$ cat config.mk
export PLATFORM = sky130hd
export DESIGN_NAME = ascii_word_packer_flat
export DESIGN_NICKNAME = d
export VERILOG_FILES = /design/src/rtl/word_pkg.sv /design/src/rtl/ascii_word_packer_if.sv /design/src/rtl/word_shift_acc.sv /design/src/rtl/ascii_word_packer.sv /design/src/flat_wrapper.sv
export SDC_FILE = /design/constraint.sdc
export NUM_CORES = 1
export LEC_CHECK = 0
export CAP_MARGIN = 5
export CORE_ASPECT_RATIO = 2
export CORE_MARGIN = 2
export CORE_UTILIZATION = 50
export CTS_CLUSTER_SIZE = 40
export DETAILED_ROUTE_END_ITERATION = 10
export GPL_ROUTABILITY_DRIVEN = 1
export PLACE_DENSITY = 0.86
export RECOVER_POWER = 25
export SYNTH_ARGS = -nofsm -noshare
export SYNTH_HDL_FRONTEND = slang
export SYNTH_HIERARCHICAL = 1
export SYNTH_SLANG_ARGS = --single-unit
$ cat constraint.sdc
create_clock -name clk -period 3.3 [get_ports clk]
set_input_delay 0.66 -clock clk [delete_from_list [all_inputs] [get_ports clk]]
set_output_delay 0.66 -clock clk [all_outputs]
set_load 0.01 [all_outputs]
$ cat src/rtl/word_pkg.sv
// Shared constants, FSM state type and byte classification for the ASCII word packer.
package word_pkg;

  localparam int MAX_CHARS_DEFAULT = 10;
  localparam int LEN_W             = 4;

  localparam logic [7:0] ASCII_SPACE = 8'h20;
  localparam logic [7:0] ASCII_DOT   = 8'h2E;
  localparam logic [7:0] ASCII_QMARK = 8'h3F;
  localparam logic [7:0] ASCII_LF    = 8'h0A;

  typedef enum logic [1:0] {ACCUM, EMIT_WORD, EMIT_DELIM} state_e;

  function automatic logic is_delim(input logic [7:0] b);
    return (b == ASCII_SPACE) || (b == ASCII_DOT) || (b == ASCII_QMARK);
  endfunction

endpackage

$ cat src/rtl/ascii_word_packer_if.sv
// Byte-in / token-out handshake bundle; master is the byte source and token sink, slave is the packer.
interface ascii_word_packer_if
  import word_pkg::*;
#(
  parameter int MAX_CHARS = MAX_CHARS_DEFAULT
);
  logic [7:0]             byte_in;
  logic                   byte_valid;
  logic                   byte_ready;
  logic [MAX_CHARS*8-1:0] word_out;
  logic [LEN_W-1:0]       word_len;
  logic                   word_trunc;
  logic                   word_valid;
  logic                   word_ready;

  modport master (
    output byte_in, byte_valid, word_ready,
    input  byte_ready, word_out, word_len, word_trunc, word_valid
  );

  modport slave (
    input  byte_in, byte_valid, word_ready,
    output byte_ready, word_out, word_len, word_trunc, word_valid
  );
endinterface

$ cat src/rtl/word_shift_acc.sv
// Character accumulator: shifts bytes in from the right, counts them and flags overflow.
module word_shift_acc
  import word_pkg::*;
#(
  parameter int MAX_CHARS = MAX_CHARS_DEFAULT,
  parameter int BYTE_W    = 8
) (
  input  logic                        clk,
  input  logic                        rst,
  input  logic                        push,
  input  logic                        clear,
  input  logic [BYTE_W-1:0]           din,
  output logic [MAX_CHARS*BYTE_W-1:0] acc,
  output logic [LEN_W-1:0]            len,
  output logic                        trunc
);
  localparam int WORD_W = MAX_CHARS * BYTE_W;

  logic [WORD_W-1:0] acc_q, acc_d;
  logic [LEN_W-1:0]  len_q, len_d;
  logic              trunc_q, trunc_d;

  always_comb begin
    acc_d   = acc_q;
    len_d   = len_q;
    trunc_d = trunc_q;
    if (clear) begin
      acc_d   = '0;
      len_d   = '0;
      trunc_d = 1'b0;
    end else if (push) begin
      // Once full, further characters are dropped and only remembered as truncation.
      if (len_q < LEN_W'(MAX_CHARS)) begin
        acc_d = {acc_q[WORD_W-BYTE_W-1:0], din};
        len_d = len_q + 1'b1;
      end else begin
        trunc_d = 1'b1;
      end
    end
  end

  always_ff @(posedge clk) begin
    if (rst) begin
      acc_q   <= '0;
      len_q   <= '0;
      trunc_q <= 1'b0;
    end else begin
      acc_q   <= acc_d;
      len_q   <= len_d;
      trunc_q <= trunc_d;
    end
  end

  assign acc   = acc_q;
  assign len   = len_q;
  assign trunc = trunc_q;

endmodule

$ cat src/rtl/ascii_word_packer.sv
// Splits an ASCII byte stream into right-aligned word and delimiter tokens.
// Build option SPACE_SUPPRESS_EN: spaces end words but never produce a token of their own.
module ascii_word_packer
  import word_pkg::*;
#(
  parameter int MAX_CHARS = MAX_CHARS_DEFAULT,
  parameter int BYTE_W    = 8
) (
  input logic                clk,
  input logic                rst,
  ascii_word_packer_if.slave bus
);
  localparam int WORD_W = MAX_CHARS * BYTE_W;

`ifdef SPACE_SUPPRESS_EN
  localparam bit SUPPRESS_SP = 1'b1;
`else
  localparam bit SUPPRESS_SP = 1'b0;
`endif

  state_e              state_q, state_d;
  logic [WORD_W-1:0]   word_out_q, word_out_d;
  logic [LEN_W-1:0]    word_len_q, word_len_d;
  logic                word_trunc_q, word_trunc_d;
  logic                word_valid_q, word_valid_d;
  logic                pend_q, pend_d;
  logic [BYTE_W-1:0]   delim_q, delim_d;

  logic [WORD_W-1:0]   acc;
  logic [LEN_W-1:0]    acc_len;
  logic                acc_trunc;
  logic                push, clear;
  logic                byte_xfer, word_xfer, ends_word, tok_delim;

  word_shift_acc #(.MAX_CHARS(MAX_CHARS), .BYTE_W(BYTE_W)) u_acc (
    .clk   (clk),
    .rst   (rst),
    .push  (push),
    .clear (clear),
    .din   (bus.byte_in),
    .acc   (acc),
    .len   (acc_len),
    .trunc (acc_trunc)
  );

  assign byte_xfer = bus.byte_valid && (state_q == ACCUM);
  assign word_xfer = word_valid_q && bus.word_ready;
  assign ends_word = is_delim(bus.byte_in) || (bus.byte_in == ASCII_LF);
  assign tok_delim = is_delim(bus.byte_in) && !(SUPPRESS_SP && (bus.byte_in == ASCII_SPACE));

  always_comb begin
    state_d      = state_q;
    word_out_d   = word_out_q;
    word_len_d   = word_len_q;
    word_trunc_d = word_trunc_q;
    word_valid_d = word_valid_q;
    pend_d       = pend_q;
    delim_d      = delim_q;
    push         = 1'b0;
    clear        = 1'b0;
    unique case (state_q)
      ACCUM: begin
        if (byte_xfer) begin
          if (ends_word && (acc_len != '0)) begin
            // The word moves into the output register, so the accumulator frees up now.
            state_d      = EMIT_WORD;
            word_out_d   = acc;
            word_len_d   = acc_len;
            word_trunc_d = acc_trunc;
            word_valid_d = 1'b1;
            clear        = 1'b1;
            pend_d       = tok_delim;
            delim_d      = bus.byte_in;
          end else if (tok_delim) begin
            state_d      = EMIT_DELIM;
            word_out_d   = WORD_W'(bus.byte_in);
            word_len_d   = LEN_W'(1);
            word_trunc_d = 1'b0;
            word_valid_d = 1'b1;
          end else if (!ends_word) begin
            push = 1'b1;
          end
        end
      end
      EMIT_WORD: begin
        if (word_xfer) begin
          if (pend_q) begin
            state_d      = EMIT_DELIM;
            word_out_d   = WORD_W'(delim_q);
            word_len_d   = LEN_W'(1);
            word_trunc_d = 1'b0;
            pend_d       = 1'b0;
          end else begin
            state_d      = ACCUM;
            word_valid_d = 1'b0;
          end
        end
      end
      EMIT_DELIM: begin
        if (word_xfer) begin
          state_d      = ACCUM;
          word_valid_d = 1'b0;
        end
      end
      default: state_d = ACCUM;
    endcase
  end

  always_ff @(posedge clk) begin
    if (rst) begin
      state_q      <= ACCUM;
      word_out_q   <= '0;
      word_len_q   <= '0;
      word_trunc_q <= 1'b0;
      word_valid_q <= 1'b0;
      pend_q       <= 1'b0;
      delim_q      <= '0;
    end else begin
      state_q      <= state_d;
      word_out_q   <= word_out_d;
      word_len_q   <= word_len_d;
      word_trunc_q <= word_trunc_d;
      word_valid_q <= word_valid_d;
      pend_q       <= pend_d;
      delim_q      <= delim_d;
    end
  end

  assign bus.byte_ready = (state_q == ACCUM);
  assign bus.word_out   = word_out_q;
  assign bus.word_len   = word_len_q;
  assign bus.word_trunc = word_trunc_q;
  assign bus.word_valid = word_valid_q;

endmodule

$ cat src/flat_wrapper.sv
// flat-port wrapper written by rule: the top's interface ports become plain ports
module ascii_word_packer_flat import word_pkg::*;
#(
  parameter int MAX_CHARS = MAX_CHARS_DEFAULT,
  parameter int BYTE_W    = 8
)
  (clk, rst, bus_byte_in, bus_byte_valid, bus_word_ready, bus_byte_ready, bus_word_out, bus_word_len, bus_word_trunc, bus_word_valid);
  ascii_word_packer_if #(.MAX_CHARS(MAX_CHARS)) bus_i ();
  input logic clk;
  input logic rst;
  input wire logic [$bits(bus_i.byte_in)-1:0] bus_byte_in;
  input wire logic [$bits(bus_i.byte_valid)-1:0] bus_byte_valid;
  input wire logic [$bits(bus_i.word_ready)-1:0] bus_word_ready;
  output wire logic [$bits(bus_i.byte_ready)-1:0] bus_byte_ready;
  output wire logic [$bits(bus_i.word_out)-1:0] bus_word_out;
  output wire logic [$bits(bus_i.word_len)-1:0] bus_word_len;
  output wire logic [$bits(bus_i.word_trunc)-1:0] bus_word_trunc;
  output wire logic [$bits(bus_i.word_valid)-1:0] bus_word_valid;
  assign bus_i.byte_in = bus_byte_in;
  assign bus_i.byte_valid = bus_byte_valid;
  assign bus_i.word_ready = bus_word_ready;
  assign bus_byte_ready = bus_i.byte_ready;
  assign bus_word_out = bus_i.word_out;
  assign bus_word_len = bus_i.word_len;
  assign bus_word_trunc = bus_i.word_trunc;
  assign bus_word_valid = bus_i.word_valid;
  ascii_word_packer #(.MAX_CHARS(MAX_CHARS), .BYTE_W(BYTE_W)) u_core (.clk(clk), .rst(rst), .bus(bus_i));
endmodule
# After elaboration in Yosys (flattened, before gate mapping)
# Index checks and enable logic that the tools add are counted.
# word_totals
register_bits	182
input_bits	12
output_inout_bits	87
elab_cells	87
# op_classes
add_sub_neg	1
n_lt_le_gt_ge	1
n_eq_ne	13
n_mux	43
n_bitwise	1
n_reduce_logical	18
# ops
cell	n
80-bit two-way mux	5
80-bit one-hot mux with 2 select lines	1
8-bit by 6-bit equality test with 1-bit output, second input constant	3
1-bit two-way mux	21
4-bit two-way mux	5
2-bit two-way mux	6
2-bit by 1-bit != test with 1-bit output, second input constant	5
8-bit by 4-bit equality test with 1-bit output, second input constant	1
4-bit one-hot mux with 2 select lines	1
4-bit AND reduction	2
2-bit one-hot mux with 3 select lines	1
6-bit AND reduction	1
5-bit AND reduction	1
4-bit by 1-bit adder with 4-bit output, second input constant	1
4-bit < comparator, second input constant	1
1-bit one-hot mux with 2 select lines	2
2-bit AND reduction	2
4-bit nonzero test	1
1-bit logical AND	3
1-bit logical OR	3
3-bit by 1-bit != test with 1-bit output, second input constant	1
1-bit one-hot mux with 3 select lines	1
3-bit AND reduction	1
3-bit nonzero test	1
other kinds (7)	7

# Logic depth before layout (Yosys ltp)
# depth
word_depth	10
depth_mapped	11
mapped_depth_nobuf	8

# By module
# Netlist, hierarchy kept.
# by_module_without_submodules
module	instances	cells_per_inst	area_each_um2	seq_area_each_um2
ascii_word_packer	1	332	3590.9	1941.9
word_shift_acc	1	294	3113.0	1701.6

# Least setup slack after synthesis
# No wires, ideal clock.
# synth_timing
path_kind	input -> register
startpoint	in bus_byte_in[3]
endpoint	reg u_core.u_acc.acc_q[72], in the netlist u_core/u_acc/acc[72]
setup_ns	0.126
arrival_ns	2.432
setup_slack_ns	0.743
path_stages	11
cell_sequence	buf_2 nor4b_1 nand2_1 a31oi_4 nand3_2 inv_2 nor2_2 buf_2 buf_2 o211ai_1 o21ai_0
# synth_lines
element	line	rtl
start, declared	flat_wrapper.sv:11	input wire logic [$bits(bus_i.byte_in)-1:0] bus_byte_in;
8-bit by 6-bit equality test with 1-bit output	word_pkg.sv:15	return (b == ASCII_SPACE) || (b == ASCII_DOT) || (b == ASCII_QMARK);
1-bit logical OR (2 in series)	word_pkg.sv:15	
1-bit logical OR *	ascii_word_packer.sv:48	assign ends_word = is_delim(bus.byte_in) || (bus.byte_in == ASCII_LF);
1-bit logical AND *	ascii_word_packer.sv:64	if (ends_word && (acc_len != '0)) begin
1-bit two-way mux *	ascii_word_packer.sv:64	
1-bit two-way mux *	ascii_word_packer.sv:63	if (byte_xfer) begin
1-bit two-way mux *	ascii_word_packer.sv:61	unique case (state_q)
via u_core.clear	ascii_word_packer.sv:32	logic push, clear;
2-bit OR reduction (no line) *	n/a	
end signal, assigned	word_shift_acc.sv:44	acc_q <= '0;
end signal, assigned	word_shift_acc.sv:48	acc_q <= acc_d;
end, declared	word_shift_acc.sv:19	logic [WORD_W-1:0] acc_q, acc_d;
# The timed path passes the listed nets; every way through them passes the cells marked *.
# A chain may end at the register's enable or synchronous reset.

# Worst setup path in the final report
# layout_timing
startpoint	in bus_byte_in[2]
endpoint	reg u_core.u_acc.acc_q[52], in the netlist u_core/u_acc/acc[52]
# Same word-level chain as after synthesis.

==> metrics.cfg <==
[floorplanning]
die_area_um2 = 14400
die_w_um = 85.9
core_area_um2 = 13100
start_util_pct = 51.3
die_h_um = 168
row_count = 59
ios = 99

[sta]
rsz0062_at_grt = no
setup-violations-final = 0
fmax_mhz = 358
final_hold_viol_count = 0
fin_crit_sh_pct = 84.6
tns_ps = 0
fin_crit_ps = 2790
finClkSkew_ps = 12.2
relSlewSlack_pct = 50.7
slew_violations = 0
tightest_slew_ps = 734

[final_layout]
antenna_cells = 0
nets = 734
postLayoutCellArea_um2 = 8430
instances_no_fill = 882
areaGrowthSynthToFinish_pct = 25.8
n_fill_cell = 977
post-route-util_pct = 64.6
register_area_um2 = 3640
multi_input_area_um2 = 2740
drive_gt1_share_pct = 9.04

[clock_tree]
clock-sinks = 182
clk_pin_slew_worst_paths_ps = 60
clk_path_buf_depth = 2
clk_latency_ps = 430
postCtsSetupBuffers = 0
h-tree-depth = 4
ctsRootBufferMaster = clkbuf_16
cts_resized = 0
ctsHoldBuffers = 0
cts_buffers = 17
cts_tree = yes

[logic_synthesis]
synth.largest_area_cell = dfxtp_1
synth.area.top_cells = dfxtp_1, a22o_1, mux2i_1, nand2_1, o21ai_0
seq_area_frac_synth_pct = 54.3
syn_area_um2 = 6700
postSynthCellCount = 626
avgSynthCellArea_um2 = 10.7
synth_seq_cells = 182
synth_top_area_share_pct = 54.3
yosys_warnings = 6
syn-num-nets = 643
synth_cell_type_count = 53

[outcome]
outcome = finished with violations
violations = DRC

[setup_path]
cp.arrival_ps = 3130
start_kind = input pin
cp_max_fo = 39
worst-setup-path-type = input pin to flop
required_ps = 3640
end_kind = flop

[routing]
wirelength_mm = 17.4
final_antenna_net_count = 0
vias_per_cell = 5.86
drt_drc_violations_left = 7
first_pass_iters = 8
route.vias.total = 5171
drt_iter0_drc = 325
wl_per_cell_um = 19.7
dr_wl_met3_um = 708
top_layer_used = met4
met1Wirelength_mm = 6.53
routed-wl-met2_mm = 9.44

[pwr]
cellPowerDensity_nw_per_um2 = 577
power_leakage_nw = 3.44
peakVddDrop_mv = 0.351
power_w = 0.00487

[worst_hold_path]
hold_class = flop to flop

[grt]
track_usage_pct = 24.9
grt_pass1_wl_mm = 28.2
grt_pass1_vias = 5314
antenna_found_initial = 0
grt-ovfl-total = 0
grt_max_degree = 81

[job]
max-cap-violations = 0

[place]
dp_hpwl_mm = 12.0
port_buffers = 98
post-place-cells = 850
place_area_um2 = 7770
gp_congestion = 0.926

-- cell families after synthesis --
logic type,share of synthesized area [%]
buf+inv,4.91
simple gates,11.7
mux,9.56
flops,54.3
compound gates,18.4
fa+ha+maj,0.933
xor+xnor,0.131
-- metrics by stage --
step	setup WS, ps	hold WS, ps
after detailed placement	156	447
final	509	454
after global routing	345	466
after CTS	561	457
after global placement	213	445
after floorplan	743	437
-- sequential cells by signal, summed over array words and instances, names as in the netlist, 2 cells and up --
register,count
u_core/bus.word_len,4
u_core/bus.word_out,80
u_core/delim_q,8
u_core/state_q,2
u_core/u_acc/acc,80
u_core/u_acc/len,4
-- per-layer routing --
layer  vias up  GRT usage, %
met5         -             0
li1       2448             -
met2       174          43.9
met4         0          12.8
met1      2504          28.0
met3        45          4.44
-- worst paths after layout --
kind	start	to	slack [ps]	depth (start not counted)
min reg2reg	u_core/bus.word_len[3]	u_core/bus.word_len[3]	450	2
max	bus_byte_in[2]	u_core/u_acc/acc[52]	510	10
min	u_core/bus.word_len[3]	u_core/bus.word_len[3]	450	2
max reg2reg	u_core/u_acc/len[1]	u_core/u_acc/acc[52]	780	8
-- critical path: stages --
cell and delay (ps):
clkdlybuf4s50_1 550, and3_1 240, nand4_1 200, a31oi_4 180
nand3_2 130, inv_2 60, nor2_4 500, buf_12 280
nand2_1 120, mux2i_1 190
-- final cells by class --
cell class,count,share of cell area [%]
sequential,182,43.2
multi-input combinational,393,32.4
timing repair buffer,116,14.0
clock buffer,18,5.21
clock inverter,14,2.61
tap,152,2.25
inverter,7,0.312
-- synthesized netlist by cell type, drive strengths merged --
| cell | instances |
|---|---|
| mux2i | 64 |
| ha | 5 |
| inv | 7 |
| o2bb2ai | 1 |
| a31o | 2 |
| a211o | 1 |
| nand4 | 10 |
| a41oi | 1 |
| o21a | 4 |
| nor4 | 3 |
| o21ai | 25 |
| nor2b | 4 |
| a32o | 6 |
| or2 | 1 |
| o41ai | 2 |
| nor2 | 18 |
| xnor2 | 1 |
| or3 | 1 |
| nor3 | 7 |
| a21boi | 1 |
| and3 | 5 |
| o21bai | 1 |
| o211ai | 9 |
| a211oi | 5 |
| a221o | 1 |
| buf | 29 |
| nor3b | 1 |
| nand3 | 7 |
| dfxtp | 182 |
| clkbuf | 15 |
| a22o | 74 |
| a31oi | 2 |
| nand2 | 105 |
| and2 | 1 |
| a21oi | 21 |
| nor4b | 1 |
| a311oi | 3 |
-- power by group --
part	leakage [nW]	internal (W)	switching (W)
Sequential	1.47	0.00223	0.0000248
Clock	0.310	0.00137	0.000876
Combinational	1.67	0.000141	0.000225
Total	3.44	0.00374	0.00113
-- cell usage in the layout, fill, tap and decap left out, types with 2 or more instances in the layout --
cell,count
dfxtp_1,182
nand2_1,103
a22o_1,74
dlygate4sd3_1,67
mux2i_1,64
clkdlybuf4s50_1,31
o21ai_0,22
a21oi_1,21
clkbuf_16,17
nor2_1,15
buf_4,13
nand4_1,10
o211ai_1,9
nor3_1,7
nand3_1,6
a32o_1,6
bufinv_16,5
inv_1,5
and3_1,5
a211oi_1,5
ha_1,5
buf_12,5
clkinvlp_4,4
nor2b_1,4
inv_6,3
o21a_1,3
a311oi_1,3
nor4_4,2
inv_2,2
a31o_1,2
nor2_4,2
o21ai_1,2
o41ai_1,2
(Power assumes the default switching activity.)
